**config.mk**
```make
export PLATFORM = sky130hd
export DESIGN_NAME = nic_flit_injector
export DESIGN_NICKNAME = d
export VERILOG_FILES = /design/src/rtl/router_pkg.sv /design/src/rtl/credit_counter.sv /design/src/rtl/nic_flit_injector.sv
export SDC_FILE = /design/constraint.sdc
export NUM_CORES = 1
export LEC_CHECK = 0
export BUFFER_PORTS_ARGS = -buffer_cell sky130_fd_sc_hd__buf_2
export CAP_MARGIN = 20
export CORE_MARGIN = 2
export CORE_UTILIZATION = 52
export CTS_BUF_LIST = sky130_fd_sc_hd__clkbuf_4
export CTS_CLUSTER_SIZE = 12
export DETAILED_ROUTE_END_ITERATION = 12
export MAX_ROUTING_LAYER = met4
export PLACE_DENSITY = 0.87
export SYNTH_ARGS = -nofsm -noshare
export SYNTH_HDL_FRONTEND = slang
export SYNTH_SLANG_ARGS = --single-unit
```
**constraint.sdc**
```tcl
create_clock -name clk -period 4.2 [get_ports clk]
set_clock_uncertainty 0.1 [all_clocks]
set_input_delay 0.63 -clock clk [delete_from_list [all_inputs] [get_ports clk]]
set_output_delay 0.63 -clock clk [all_outputs]
set_load 0.005 [all_outputs]
```
**src/rtl/router_pkg.sv**
```systemverilog
// Shared router definitions: injection-channel and flow-control field
// offsets, the injector FSM state type and a small width helper.
package router_pkg;

    // Injection channel layout, MSB-first: valid, head, tail, vc, data, parity.
    // Only the fixed leading fields are given here. The data field starts
    // right after the vc field, and the parity bit follows the data field.
    localparam int ch_valid = 0;
    localparam int ch_head  = 1;
    localparam int ch_tail  = 2;
    localparam int ch_vc    = 3;

    // Credit-return layout, MSB-first: valid, vc.
    localparam int fc_valid = 0;
    localparam int fc_vc    = 1;

    // Packet framing state of the injector.
    typedef enum logic {
        IDLE = 1'b0,
        BODY = 1'b1
    } inj_state_e;

    // Index width for n items; never returns zero.
    function automatic int idx_width(input int n);
        return (n > 1) ? $clog2(n) : 1;
    endfunction

endpackage

```
**src/rtl/credit_counter.sv**
```systemverilog
// Per-VC downstream credit counter. It resets to full, is taken by a sent
// flit and given back by a credit return. The overflow output flags a
// return that arrives while the counter is already full.
module credit_counter #(
    parameter int max_credits = 16
) (
    input  logic                               clk,
    input  logic                               reset,
    input  logic                               dec,
    input  logic                               inc,
    output logic [$clog2(max_credits + 1)-1:0] count,
    output logic                               overflow
);

    localparam int               cnt_w = $clog2(max_credits + 1);
    localparam logic [cnt_w-1:0] full  = cnt_w'(max_credits);

    // A full counter means the downstream buffer is empty, so any return is bogus.
    assign overflow = inc && (count == full);

    // Track free downstream slots. A simultaneous take and give cancel out,
    // and the count saturates at full.
    always_ff @(posedge clk) begin
        // NOTE: state registers use non-blocking assignments so that every
        // flop samples the pre-edge values of the others.
        if (reset) begin
            count <= full;
        end else if (inc && !dec && (count != full)) begin
            count <= count + 1'b1;
        end else if (dec && !inc && (count != '0)) begin
            count <= count - 1'b1;
        end
    end

endmodule

```
**src/rtl/nic_flit_injector.sv**
```systemverilog
// NIC flit injector. It takes host flits through a valid/ready handshake,
// frames them into packets (head/body/tail), applies per-VC credit flow
// control and drives one registered flit per cycle into a router input
// port. Protocol violations latch a sticky error flag that blocks
// further injection until reset.
module nic_flit_injector
    import router_pkg::*;
#(
    parameter int num_vcs            = 4,
    parameter int credits_per_vc     = 16,
    parameter int max_payload_length = 4,
    parameter int flit_data_width    = 64
) (
    input  logic                                                 clk,
    input  logic                                                 reset,
    input  logic                                                 host_valid,
    output logic                                                 host_ready,
    input  logic [0:flit_data_width-1]                           host_data,
    input  logic [0:idx_width(num_vcs)-1]                        host_vc,
    input  logic                                                 host_last,
    output logic [0:flit_data_width+idx_width(num_vcs)+3]        channel_out,
    input  logic [0:idx_width(num_vcs)]                          flow_ctrl_in,
    output logic                                                 error
);

    localparam int vc_w      = idx_width(num_vcs);
    localparam int cnt_w     = $clog2(credits_per_vc + 1);
    localparam int pl_w      = idx_width(max_payload_length);
    localparam int ch_data   = ch_vc + vc_w;
    localparam int ch_parity = ch_data + flit_data_width;

    localparam logic [pl_w-1:0] pl_last = pl_w'(max_payload_length - 1);

    inj_state_e         state;
    logic [vc_w-1:0]    lock_vc;
    logic [pl_w-1:0]    payload_cnt;
    logic [cnt_w-1:0]   credit [num_vcs];
    logic [num_vcs-1:0] overflow;

    logic               vc_ok;
    logic               accept;
    logic               vc_violation;
    logic               forced_tail;
    logic               ret_valid;
    logic [vc_w-1:0]    ret_vc;

    assign ret_valid = flow_ctrl_in[fc_valid];
    assign ret_vc    = flow_ctrl_in[fc_vc +: vc_w];

    // Ready when the target VC has a credit, the packet stays on its locked
    // VC and nothing has gone wrong yet.
    always_comb begin
        // NOTE: every combinational output gets a value on every path, so no
        // latch is inferred.
        vc_ok      = (state == IDLE) || (host_vc == lock_vc);
        host_ready = !reset && !error && vc_ok && (credit[host_vc] != '0);
    end

    assign accept       = host_valid && host_ready;
    assign vc_violation = (state == BODY) && host_valid && (host_vc != lock_vc);
    assign forced_tail  = accept && (state == BODY) && !host_last
                          && (payload_cnt == pl_last);

    // One credit counter per VC. The handshake takes a credit and a matching return gives one back.
    for (genvar i = 0; i < num_vcs; i++) begin : g_credit
        credit_counter #(
            .max_credits (credits_per_vc)
        ) u_credit (
            .clk      (clk),
            .reset    (reset),
            .dec      (accept && (host_vc == vc_w'(i))),
            .inc      (ret_valid && (ret_vc == vc_w'(i))),
            .count    (credit[i]),
            .overflow (overflow[i])
        );
    end

    // Packet framing FSM with a registered channel output and the sticky error flag.
    always_ff @(posedge clk) begin
        if (reset) begin
            state       <= IDLE;
            lock_vc     <= '0;
            payload_cnt <= '0;
            channel_out <= '0;
            error       <= 1'b0;
        end else begin
            channel_out <= '0;

            if (vc_violation || forced_tail || (|overflow)) begin
                error <= 1'b1;
            end

            if (accept) begin
                channel_out[ch_valid]                  <= 1'b1;
                channel_out[ch_vc +: vc_w]             <= host_vc;
                channel_out[ch_data +: flit_data_width] <= host_data;
                channel_out[ch_parity]                 <= ^host_data;

                case (state)
                    IDLE: begin
                        channel_out[ch_head] <= 1'b1;
                        channel_out[ch_tail] <= host_last;
                        if (!host_last) begin
                            state       <= BODY;
                            lock_vc     <= host_vc;
                            payload_cnt <= '0;
                        end
                    end
                    BODY: begin
                        payload_cnt <= payload_cnt + 1'b1;
                        // A packet that reaches the payload limit is cut short.
                        if (host_last || forced_tail) begin
                            channel_out[ch_tail] <= 1'b1;
                            state                <= IDLE;
                        end
                    end
                endcase
            end
        end
    end

endmodule

```
Yosys cells after proc, flatten, opt, wreduce, memory -nomap -nowiden

Index checks and enable logic that the tools add are counted.

Register bits: 96
Latch bits: 0
RAM bits: 0
ROM bits: 0
Bits of input ports: 73
Output and inout bits: 72
Logic and storage cells: 130
Memories kept: 0

$add $sub $neg: 9
$mul: 0
Divide/modulo/power cells: 0
$lt $le $gt $ge: 1
Eq/ne operators: 18
Shifts and indexed selects: 0
Multiplexer cells: 20
Bitwise logic cells: 4
Reductions and logical operators: 68

Operators with widths:

| operator                                                 | count |
|---|---|
| 2-to-1 mux 70 bit                                        | 1 |
| XOR reduction 64 bit                                     | 1 |
| 2-to-1 mux 5 bit                                         | 10 |
| logical AND 1 bit                                        | 37 |
| nonzero test 5 bit                                       | 5 |
| adder 5 x 1 -> 5 bit, second input constant              | 4 |
| equality test 5 bit, second input constant               | 4 |
| inequality test 5 bit, second input constant             | 4 |
| subtractor 5 x 1 -> 5 bit, second input constant         | 4 |
| zero test 1 bit                                          | 11 |
| binary-select mux 5 bit (select 2 bit)                   | 1 |
| equality test 2 bit, second input constant               | 5 |
| nonzero test 2 bit                                       | 4 |
| equality test 2 x 1 -> 1 bit, second input constant      | 2 |
| zero test 2 bit                                          | 2 |
| logical OR 1 bit                                         | 4 |
| 2-to-1 mux 1 bit                                         | 4 |
| one-hot mux 1 bit (2 select lines)                       | 2 |
| one-hot mux 2 bit (2 select lines)                       | 1 |
| OR reduction 4 bit                                       | 1 |
| greater-or-equal comparator 3 bit, second input constant | 1 |
| inverter 1 bit                                           | 3 |
| inverter 2 -> 3 bit                                      | 1 |
| AND reduction 3 bit                                      | 1 |
| 7 further kinds                                          | 7 |

Depth between registers and ports, before layout

Gate-level depths: netlist of run 1.

Depth in word-level cells: 14
Mapped depth: 13
Gate-level depth less buffers: 12

Cells and area by module

A second synthesis of run 1 with hierarchy kept.

Cells, all modules: 459
Area total of the unflattened synthesis: 4566.9 um^2

By module, submodules not included:

| module            | times used | cells each | area an instance (um^2) | sequential area each (um^2) |
|---|---|---|---|---|
| nic_flit_injector | 1          | 275        | 2915.3                  | 1521.5 |
| credit_counter    | 4          | 46         | 412.9                   | 100.1 |

Worst setup path after synthesis of run 1

No wires, ideal clock.

Path type: input -> register
Start point: in host_vc[1] (netlist bit)
End point: reg g_credit[0].u_credit.count[4]
Arrival: 3.097 ns
Required time: 3.980 ns
Setup slack: 0.883 ns
Stages: 11
Path buffers: 1
Cell sequence: buf_6 > xor2_1 > o21ai_2 > nand4b_1 > o311ai_1 > ha_1 > a21o_1 > a21oi_1 > o22a_1 > nor2_1 > a211o_1

Longest elaborated chain between the ends: 12

Ends and longest elaborated chain:

| what                                                   | RTL line                | source |
|---|---|---|
| start: declaration                                     | nic_flit_injector.sv:19 | `input logic [0:idx_width(num_vcs)-1] host_vc,` |
| inverter 2 -> 3 bit (not written as such)              | nic_flit_injector.sv:56 | `host_ready = !reset && !error && vc_ok && (credit[host_vc] != '0);` |
| binary-select mux 5 bit (select 2 bit)                 | nic_flit_injector.sv:56 |  |
| 2-to-1 mux 5 bit (not written as such) (2 in a row)    | nic_flit_injector.sv:56 |  |
| nonzero test 5 bit                                     | nic_flit_injector.sv:56 |  |
| logical AND 1 bit                                      | nic_flit_injector.sv:56 |  |
| logical AND 1 bit                                      | nic_flit_injector.sv:59 | `assign accept = host_valid && host_ready;` |
| logical AND 1 bit (*)                                  | nic_flit_injector.sv:71 | `.dec (accept && (host_vc == vc_w'(i))),` |
| zero test 1 bit                                        | credit_counter.sv:28    | `end else if (inc && !dec && (count != full)) begin` |
| logical AND 1 bit (2 in a row)                         | credit_counter.sv:28    |  |
| 2-to-1 mux 5 bit or nonzero test 2 bit (tied branches) | n/a                     |  |
| end signal: assignment                                 | credit_counter.sv:27    | `count <= full;` |
| end signal: assignment                                 | credit_counter.sv:29    | `count <= count + 1'b1;` |
| end signal: assignment                                 | credit_counter.sv:31    | `count <= count - 1'b1;` |
| end: declaration                                       | credit_counter.sv:11    | `output logic [$clog2(max_credits + 1)-1:0] count,` |

Mark *: on every way between the ends. The rest lies on a longest branch, timed or not. The select of a mux whose other input is x is not followed.
A chain may end at the register's enable or synchronous reset.

Final worst setup path of run 1

Start point: reg lock_vc[0]
End point: reg g_credit[0].u_credit.count[4]

Longest elaborated chain between the ends: 10

Ends and longest elaborated chain:

| what                                                   | RTL line                 | source |
|---|---|---|
| start: declaration                                     | nic_flit_injector.sv:35  | `logic [vc_w-1:0] lock_vc;` |
| start signal: assignment                               | nic_flit_injector.sv:105 | `lock_vc <= host_vc;` |
| equality test 2 bit (*)                                | nic_flit_injector.sv:55  | `vc_ok = (state == IDLE) \|\| (host_vc == lock_vc);` |
| logical OR 1 bit (*)                                   | nic_flit_injector.sv:55  |  |
| logical AND 1 bit (*) (2 in a row)                     | nic_flit_injector.sv:56  |  |
| logical AND 1 bit (*)                                  | nic_flit_injector.sv:59  |  |
| logical AND 1 bit (*)                                  | nic_flit_injector.sv:71  |  |
| zero test 1 bit                                        | credit_counter.sv:28     |  |
| logical AND 1 bit (2 in a row)                         | credit_counter.sv:28     |  |
| 2-to-1 mux 5 bit or nonzero test 2 bit (tied branches) | n/a                      |  |

Mark *: on every way between the ends. The rest lies on a longest branch, timed or not.

==> flow_metrics.py, run 1 <==
metrics = {
    "setup_path": {
        "arrival_ns": 3.46,
        "crit_type": "reg2reg",
        "cp-start-kind": "flop",
        "crit_slowest_cell": "o311ai_1",
        "crit_chain": "xor2_1 -> o21ai_2 -> nand4b_1 -> o311ai_1 -> ha_1 -> a21o_1 -> a21oi_1 -> o22a_1 -> nor2_1 -> a211o_1",
        "end_kind": "flop",
        "worstPathMaxFanout": 5,
        "max_stage_delay_ns": 0.69,
        "cp.required_ns": 4.44,
    },
    "sta": {
        "period_minus_slack_ns": 3.216,
        "setup_violations": 0,
        "fin_crit_sh": 0.7657,
        "slew_headroom": 0.4764,
        "final_max_slew_viol_count": 0,
        "clock.fmax_ghz": 0.3110,
        "worstMarginPinSlew_ns": 0.7731,
        "rsz0062_at_grt": "no",
        "fin_tns_setup_ns": 0,
        "finalHoldViolations": 0,
    },
    "clock_network": {
        "cts-root-buf": "clkbuf_4",
        "cts_tree": "done",
        "clk_pin_slew_ns": 0.17,
        "cts_resized": 0,
        "cts_buffers": 9,
        "clock-sinks": 96,
        "clk_latency_ns": 0.44,
        "cts_hold_buf": 0,
        "cts_buffer_depth": 2,
        "htreeDepth": 3,
        "post-cts-setup-buffers": 0,
    },
    "global_routing": {
        "gr-total-overflow": 0,
        "grt_pass1_wl_um": 14120,
        "grt_use_total": 0.2057,
        "grt_max_degree": 55,
        "antenna_found_initial": 0,
        "grt_pass1_vias": 3308,
    },
    "placement": {
        "hpwlAfterDp_um": 7308,
        "io_buffers": 144,
        "place_congestion": 0.8713,
        "place_inst": 650,
    },
    "yosys": {
        "async_reset_ff_frac": 0,
        "synthCells": 414,
        "synth_commonest_cells": "96 x dfxtp_1, 67 x and2_1, 66 x xnor2_1",
        "synth_top_area_share": 0.4491,
        "synth.most_common_cell": "dfxtp_1",
        "syn_area_mm2": 0.004279,
        "syn_nets": 505,
        "yosys_warnings": 0,
        "yosys.area.top_type": "dfxtp_1",
        "synth_seq_area_share": 0.4491,
        "synth-main-ff-cell": "dfxtp_1",
        "postSynthAreaPerCell_um2": 10.34,
        "synth-seq-cells": 96,
        "synth_edf_count": 0,
        "synth_area_leaders": "dfxtp_1 45%, xnor2_1 14%, and2_1 9.8%",
        "ys_types": 52,
    },
    "drt": {
        "via_per_inst": 5.038,
        "routed-via-count": 3355,
        "ant_nets": 0,
        "drt-initial-drc-count": 81,
        "wl_um": 9177,
        "avgRoutedWirePerCell_um": 13.78,
        "drc": 0,
        "drtPass1Iterations": 4,
    },
    "floorplan": {
        "rows": 33,
        "dieArea_mm2": 0.008971,
        "fp.dieW_um": 94.72,
        "ios": 145,
        "core_area_mm2": 0.008093,
        "die_h_um": 94.72,
        "start_util": 0.5288,
    },
    "power_and_ir_drop": {
        "power_frac_clock": 0.230,
        "leakagePower_nw": 2.446,
        "p_sw_w": 0.0006265,
        "p_per_area_mw_per_mm2": 387.2,
        "power_frac_comb": 0.274,
        "swShare": 0.3118,
        "ir_worst_vdd_mv": 0.2246,
        "intPower_w": 0.001383,
        "seqPwrFrac": 0.497,
    },
    "worst_hold_path": {
        "holdCritPathClass": "in2reg",
    },
    "cells_and_area": {
        "finalNonFillerCells": 666,
        "syn2layout_area_growth_pct": 21.26,
        "fin_nets": 647,
        "diodes": 0,
        "n_fill_cell": 657,
        "drive_above_1_share": 0.3137,
        "regArea_mm2": 0.001922,
        "multi_input_area_mm2": 0.002253,
    },
    "flow_run": {
        "drv_cap": 0,
    },
    "run_status": {
        "outcome": "finished, final reports clean",
    },
}
layout make-up:
cell class	instances	share of cell area
multi-input cells	297	0.4343
flip-flops and latches	96	0.3704
repair buffers	145	0.1403
well taps	105	0.02532
clock buffers	10	0.01447
clock inverters	6	0.01013
inverters	7	0.005064
worst paths after layout:
path                                     start                            end  slack [ns]  depth (start not counted)
worst min-delay path             host_data[57]                channel_out[62]        0.30                          2
worst max register to register      lock_vc[0]  g_credit[0].u_credit.count[4]        0.98                         10
worst min register to register  payload_cnt[0]                 payload_cnt[0]        0.39                          2
worst max-delay path                lock_vc[0]  g_credit[0].u_credit.count[4]        0.98                         10
routing by layer:
metal  vias to the layer above  GRT usage  part of all wire
met1                      1580     0.2151              0.39
met4                         0    0.05918            0.0095
li1                       1653          -                 -
met2                       112     0.3706              0.53
met3                        10    0.06464             0.073
met5                         -          -                 0
power by group through the flow:
stage          Combinational (W)  Clock (W)  Sequential, W
4_1_cts                 0.000555   0.000474       0.000998
6_report                0.000550   0.000462       0.000998
3_3_place_gp            0.000534          0        0.00101
3_5_place_dp            0.000552          0        0.00102
5_1_grt                 0.000608   0.000504        0.00100
2_1_floorplan           0.000391          0        0.00102
stage by stage:
stage / instance area (um2) / utilization / setup slack (ns) / hold WS (ns) / total power [W]
floorplan: 4279 / - / 0.8833 / 0.3440 / 0.001408
global placement: 5061 / 0.6254 / 0.6668 / 0.3602 / 0.001549
detailed placement: 5061 / 0.6254 / 0.5131 / 0.3722 / 0.001569
CTS: 5189 / 0.6412 / 1.001 / 0.2819 / 0.002027
global route: 5189 / 0.6412 / 0.7510 / 0.2782 / 0.002116
finish: 5189 / 0.6412 / 0.9842 / 0.2968 / 0.002009
cell families after synthesis:
family                     share of synthesized area
xor gates and xnor gates                      0.1596
DFF                                           0.4491
muxes                                        0.03567
buffers and inverters                        0.02427
adders and majority gates                    0.05965
AOI/OAI and AO/OA                            0.07340
and+or+nand+nor                               0.1982
registers in the layout (all words and copies together), names as in the netlist:
name	flops
channel_out	70
error	1
g_credit.u_credit.count	20
lock_vc	2
payload_cnt	2
state	1
worst max-delay path: cells and delay by family (launching register included):
kind / cells / cell delay [ns]
compound gates: 6 / 1.86
fa+ha+maj: 1 / 0.40
flops: 1 / 0.36
simple gates: 2 / 0.24
xor+xnor: 1 / 0.17
placed cells by master (no fill, tap or decap), drive strengths merged, types with 2 or more instances in the layout:
cell type,synthesis,layout
buf,5,145
dfxtp,96,96
and2,67,67
xnor2,66,66
nor2,31,31
a21oi,15,15
ha,14,14
mux2i,13,13
xor2,12,12
nand2,12,12
clkbuf,9,10
inv,7,9
a21o,8,8
nor3,7,7
nor2b,5,5
nor4,5,5
fa,4,4
clkinvlp,0,4
nand3b,3,3
o21ai,3,3
a211oi,3,3
or4,2,2
a31oi,2,2
a211o,2,2
nand3,2,2
o211ai,2,2
(Power assumes the default switching activity.)
==> run 2: changes to the inputs <==
--- a/config.mk
+++ b/config.mk
@@ -8,12 +8,12 @@
 export BUFFER_PORTS_ARGS = -buffer_cell sky130_fd_sc_hd__buf_2
 export CAP_MARGIN = 20
 export CORE_MARGIN = 2
-export CORE_UTILIZATION = 52
+export CORE_UTILIZATION = 47
 export CTS_BUF_LIST = sky130_fd_sc_hd__clkbuf_4
 export CTS_CLUSTER_SIZE = 12
 export DETAILED_ROUTE_END_ITERATION = 12
 export MAX_ROUTING_LAYER = met4
-export PLACE_DENSITY = 0.87
+export PLACE_DENSITY = 0.83
 export SYNTH_ARGS = -nofsm -noshare
 export SYNTH_HDL_FRONTEND = slang
 export SYNTH_SLANG_ARGS = --single-unit
==> constraint.sdc (replaced) <==
create_clock -name clk -period 2.8 [get_ports clk]
set_clock_uncertainty 0.1 [all_clocks]
set_input_delay 0.42 -clock clk [delete_from_list [all_inputs] [get_ports clk]]
set_output_delay 0.42 -clock clk [all_outputs]
set_load 0.005 [all_outputs]
==> run 2 against run 1 <==
  * Count of clock-buffer cells in the layout fell by 1
  * Combinational power up 61%
  * First-iteration DRC count is 48% higher
  * Via count increased by 1.8%
  * Worst hold slack worse by 0.21 ns
  * Sequential power rose by 50%
  * Sequential share of layout area is 1.7 points lower
  * Design area up 5.2%
  * Core utilization shrank 1.8 points
  * Register-to-register slack got worse by 0.87 ns
  * Cell count up 3.9%
  * Clock power is 53% higher
  * Highest routed layer unchanged
==> flow_metrics.py, run 2 (synthesized netlist as in run 1, its figures left out) <==
metrics = {
    "cells_and_area": {
        "utilization": 0.6229,
        "top_regs": "channel_out x70, g_credit.u_credit.count x20",
        "fin_nets": 670,
        "syn2layout_area_growth_pct": 27.57,
        "largest_reg_flops": 70,
        "regMostFlops": "channel_out",
        "layout_commonest_cell": "buf_2",
        "drive_above_1_share": 0.3699,
        "diodes": 0,
        "final_cell_mix": "144 x buf_2, 90 x dfxtp_1, 67 x and2_1, 66 x xnor2_1, 29 x nor2_1",
        "design_area_mm2": 0.005459,
    },
    "global_routing": {
        "grt_use_total": 0.2029,
        "grt_pass1_wl_um": 15550,
        "antenna_found_initial": 0,
        "grt_pass1_vias": 3503,
        "gr-total-overflow": 0,
        "grt_max_degree": 36,
    },
    "placement": {
        "place_congestion": 0.8463,
        "hpwlAfterDp_um": 7606,
        "post_dp_cell_area_mm2": 0.005245,
        "io_buffers": 144,
    },
    "drt": {
        "via_per_inst": 4.934,
        "wl_met2_um": 5140,
        "wl_um": 9717,
        "wl_met1_um": 3884,
        "routed-via-count": 3414,
        "avgRoutedWirePerCell_um": 14.04,
        "drt-initial-drc-count": 120,
        "highest_layer": "met4",
        "drtPass1Iterations": 4,
        "drc": 0,
        "ant_nets": 0,
        "met3_length_um": 514,
    },
    "floorplan": {
        "rows": 34,
        "die_h_um": 99.42,
        "ios": 145,
        "dieArea_mm2": 0.009883,
        "fp.dieW_um": 99.42,
        "core_area_mm2": 0.008763,
        "start_util": 0.4883,
    },
    "setup_path": {
        "path_buf_inv": 0,
        "cp.required_ns": 3.05,
        "cp-start-kind": "flop",
        "crit_family": "compound AO/OA/AOI/OAI gates",
        "worstPathMaxFanout": 4,
        "arrival_ns": 2.94,
        "crit_slowest_cell": "or4_4",
        "max_stage_delay_ns": 0.54,
        "crit_type": "reg2reg",
        "end_kind": "flop",
        "crit_chain": "or4_4 -> nor2_4 -> o311ai_4 -> fa_2 -> a21o_1 -> a21oi_2 -> o22a_1 -> nor2_1 -> a211o_1",
    },
    "sta": {
        "finalHoldViolations": 0,
        "fin_tns_setup_ns": 0,
        "setup_violations": 0,
        "clock.fmax_ghz": 0.3720,
        "slew_headroom": 0.5903,
        "final_max_slew_viol_count": 0,
        "period_minus_slack_ns": 2.688,
        "worstMarginPinSlew_ns": 0.6132,
        "fin_crit_sh": 0.9600,
    },
    "clock_network": {
        "clk_latency_ns": 0.43,
        "cts_buffers": 9,
        "clk_pin_slew_ns": 0.17,
        "cts_hold_buf": 0,
        "htreeDepth": 3,
        "clock-sinks": 96,
        "cts_tree": "done",
        "cts-root-buf": "clkbuf_4",
        "cts_buffer_depth": 2,
    },
    "flow_run": {
        "drv_cap": 0,
    },
    "worst_hold_path": {
        "holdCritPathClass": "in2reg",
    },
    "power_and_ir_drop": {
        "leakagePower_nw": 2.586,
        "p_per_area_mw_per_mm2": 565.5,
        "ir_worst_vdd_mv": 0.3088,
    },
    "run_status": {
        "outcome": "finished, final reports clean",
    },
}
[run 2: worst reg2reg max path, stage by stage, from the launching register on]
cell and delay [ns]:
dfxtp_4 0.39, or4_4 0.54, nor2_4 0.17, o311ai_4 0.14, fa_2 0.46, a21o_1 0.20
a21oi_2 0.19, o22a_1 0.17, nor2_1 0.04, a211o_1 0.22
[run 2: power breakdown]
group	switching (W)	leakage, nW	internal (W)
sequential	0.0000437	0.786	0.00145
combinational	0.000423	1.73	0.000461
clock	0.000505	0.0696	0.000201
total	0.000973	2.59	0.00211
[run 2: worst paths after layout]
path                                                     from                            end  slack [ns]  depth (start not counted)
worst max-delay path            g_credit[0].u_credit.count[1]  g_credit[0].u_credit.count[4]        0.11                          9
worst min-delay path                            host_data[16]                channel_out[21]        0.09                          2
worst max register to register  g_credit[0].u_credit.count[1]  g_credit[0].u_credit.count[4]        0.11                          9
worst min register to register                 payload_cnt[0]                 payload_cnt[0]        0.40                          2
[run 2: metal layers]
| metal | vias up | track usage |
|---|---|---|
| li1 | 1699 | - |
| met1 | 1586 | 0.2244 |
| met2 | 115 | 0.3540 |
| met3 | 14 | 0.04779 |
| met4 | 0 | 0.07798 |
| met5 | - | - |
[run 2: stage by stage]
step / worst slack [ns] / std cells / total power [W] / hold WS [ns]
6_report: 0.1121 / 692 / 0.003087 / 0.09076
4_1_cts: 0.02317 / 688 / 0.003107 / 0.05944
2_1_floorplan: 0.002552 / 414 / 0.002124 / 0.3440
3_5_place_dp: -0.04527 / 672 / 0.002393 / 0.3882
3_3_place_gp: 0.004931 / 672 / 0.002363 / 0.3566
5_1_grt: -0.007919 / 692 / 0.003279 / 0.04454
[run 2: final cells by class]
cell class              instances  area [um2]
clock buffers                   9       67.56
clock inverters                 7       58.81
fillers                       709        3304
inverters                       7       26.28
multi-input cells             297        2338
flip-flops and latches         96        1932
well taps                     108       135.1
repair buffers                168       900.9
[run 2: timing repair]
item	CTS	global route
pin swaps	0	5
gates resized for setup	1	16
setup buffers	0	4
endpoints found under the setup margin	1	6
==> run 3: changes to the inputs <==
--- a/config.mk
+++ b/config.mk
@@ -12,8 +12,10 @@
 export CTS_BUF_LIST = sky130_fd_sc_hd__clkbuf_4
 export CTS_CLUSTER_SIZE = 12
 export DETAILED_ROUTE_END_ITERATION = 12
+export HOLD_SLACK_MARGIN = 0.06
 export MAX_ROUTING_LAYER = met4
 export PLACE_DENSITY = 0.83
+export RECOVER_POWER = 25
 export SYNTH_ARGS = -nofsm -noshare
 export SYNTH_HDL_FRONTEND = slang
 export SYNTH_SLANG_ARGS = --single-unit
==> run 3 against run 2 <==
  * Worst setup slack barely moved
  * Routed wire length rose by 3.5%
  * Non-clock buffer count rose by 13
  * First-iteration DRC count fell by 11%
  * Design area rose by 1.7%
  * Sequential cell count did not move
  * Maximum frequency barely moved
  * Worst hold slack improved by 0.0053 ns
  * Via count rose by 1.9%
==> flow_metrics.py, run 3 (synthesized netlist as in run 1, its figures left out) <==
metrics = {
    "drt": {
        "wl_met1_um": 3928,
        "ant_nets": 0,
        "drt-initial-drc-count": 107,
        "met3_length_um": 539,
        "avgRoutedWirePerCell_um": 14.26,
        "via_per_inst": 4.933,
        "routed-via-count": 3478,
        "highest_layer": "met4",
        "wl_um": 10060,
        "drtPass1Iterations": 4,
        "drc": 0,
        "wl_met2_um": 5399,
    },
    "setup_path": {
        "crit_chain": "or4_4 -> nor2_4 -> o311ai_4 -> fa_2 -> a21o_1 -> a21oi_2 -> o22a_1 -> nor2_1 -> a211o_1",
        "crit_type": "reg2reg",
        "crit_family": "compound AO/OA/AOI/OAI gates",
        "path_buf_inv": 0,
        "end_kind": "flop",
        "cp-start-kind": "flop",
        "crit_start": "g_credit[0].u_credit.count[1]",
        "crit_slowest_cell": "or4_4",
        "cp.required_ns": 3.05,
        "worstPathMaxFanout": 4,
        "r2r_start": "g_credit[0].u_credit.count[1]",
        "max_stage_delay_ns": 0.54,
        "arrival_ns": 2.94,
    },
    "cells_and_area": {
        "diodes": 0,
        "top_regs": "channel_out x70, g_credit.u_credit.count x20",
        "drive_above_1_share": 0.3099,
        "largest_reg_flops": 70,
        "final_cell_mix": "113 x buf_2, 90 x dfxtp_1, 67 x and2_1, 66 x xnor2_1, 31 x clkbuf_1",
        "syn2layout_area_growth_pct": 29.71,
        "layout_commonest_cell": "buf_2",
        "regMostFlops": "channel_out",
        "fin_nets": 683,
        "utilization": 0.6334,
    },
    "clock_network": {
        "clock-sinks": 96,
        "cts-root-buf": "clkbuf_4",
        "clk_pin_slew_ns": 0.16,
        "cts_buffers": 9,
        "clk_latency_ns": 0.43,
        "cts_buffer_depth": 2,
        "htreeDepth": 3,
        "cts_tree": "done",
    },
    "power_and_ir_drop": {
        "ir_worst_vdd_mv": 0.3086,
        "p_per_area_mw_per_mm2": 558.2,
        "leakagePower_nw": 2.512,
    },
    "worst_hold_path": {
        "holdCritPathClass": "in2reg",
        "min_from": "host_data[14]",
    },
    "sta": {
        "timing.final.ws_setup_ns": 0.1122,
        "setup_violations": 0,
        "fin_crit_sh": 0.9599,
        "worstMarginPinSlew_ns": 0.6114,
        "period_minus_slack_ns": 2.688,
        "slew_headroom": 0.5915,
        "finalHoldViolations": 0,
        "clock.fmax_ghz": 0.3720,
        "final_max_slew_viol_count": 0,
    },
    "global_routing": {
        "gr-total-overflow": 0,
        "grt_pass1_vias": 3512,
        "grt_max_degree": 36,
        "grt_use_total": 0.2036,
        "antenna_found_initial": 0,
        "grt_pass1_wl_um": 15610,
    },
    "placement": {
        "place_congestion": 0.8463,
        "pre_cts_ws_ns": -0.04527,
        "hpwlAfterDp_um": 7606,
        "io_buffers": 144,
    },
    "floorplan": {
        "dieArea_mm2": 0.009883,
        "rows": 34,
        "ios": 145,
        "die_h_um": 99.42,
        "start_util": 0.4883,
        "fp.dieW_um": 99.42,
        "core_area_mm2": 0.008763,
    },
    "run_status": {
        "outcome": "finished, final reports clean",
    },
    "flow_run": {
        "drv_cap": 0,
    },
}
## run 3: changes by cell type in the layout (fill, tap and decap cells not counted), sizes merged
cell	previous run	this run
buf	168	137
clkbuf	9	40
dlygate4sd3	0	13
## run 3: timing repair
action / 4_1_cts / 5_1_grt
endpoints found under the hold margin: 2 / 11
resized for setup: 1 / 16
hold buffers: 2 / 11
endpoints found under the setup margin: 1 / 6
buffers inserted: 0 / 4
pin swaps: 0 / 5
cloned: 0 / 0
## run 3: metrics by stage
stage / total power (W) / instances / instance area, um2 / TNS [ns] / hold slack [ns]
after floorplan: 0.002124 / 414 / 4320 / 0 / 0.3440
after CTS: 0.003109 / 690 / 5394 / 0 / 0.06141
after global placement: 0.002363 / 672 / 5245 / 0 / 0.3566
after detailed placement: 0.002393 / 672 / 5245 / -0.08997 / 0.3882
after global routing: 0.003288 / 705 / 5550 / -0.009535 / 0.06085
final: 0.003098 / 705 / 5550 / 0 / 0.09610
## run 3: final timing paths
path | endpoint | slack (ns) | depth (start not counted)
worst max-delay path | g_credit[0].u_credit.count[4] | 0.11 | 9
worst min-delay path | channel_out[19] | 0.1 | 2
worst max register to register | g_credit[0].u_credit.count[4] | 0.11 | 9
worst min register to register | payload_cnt[0] | 0.40 | 2
## run 3: layout make-up
class / instances / area [um2]
Clock buffer: 9 / 67.56
Clock inverter: 7 / 58.81
Fill cell: 706 / 3213
Inverter: 7 / 26.28
Multi-Input combinational cell: 297 / 2338
Sequential cell: 96 / 1932
Tap cell: 108 / 135.1
Timing Repair Buffer: 181 / 992.2
## run 3: metal layers
layer | vias up | track usage
met2 | 115 | 0.3602
li1 | 1723 | -
met3 | 16 | 0.04779
met1 | 1624 | 0.2230
met5 | - | -
met4 | 0 | 0.07376
## run 3: worst reg2reg max path, cell delays in order (launching register included)
cell	delay [ns]
dfxtp_4	0.39
or4_4	0.54
nor2_4	0.17
o311ai_4	0.14
fa_2	0.46
a21o_1	0.20
a21oi_2	0.19
o22a_1	0.17
nor2_1	0.04
a211o_1	0.22
## run 3: power breakdown
part / switching (W) / leakage, nW / total, W / internal, W
combinational: 0.000428 / 1.66 / 0.000895 / 0.000467
clock: 0.000505 / 0.0696 / 0.000706 / 0.000201
sequential: 0.0000450 / 0.786 / 0.00150 / 0.00145
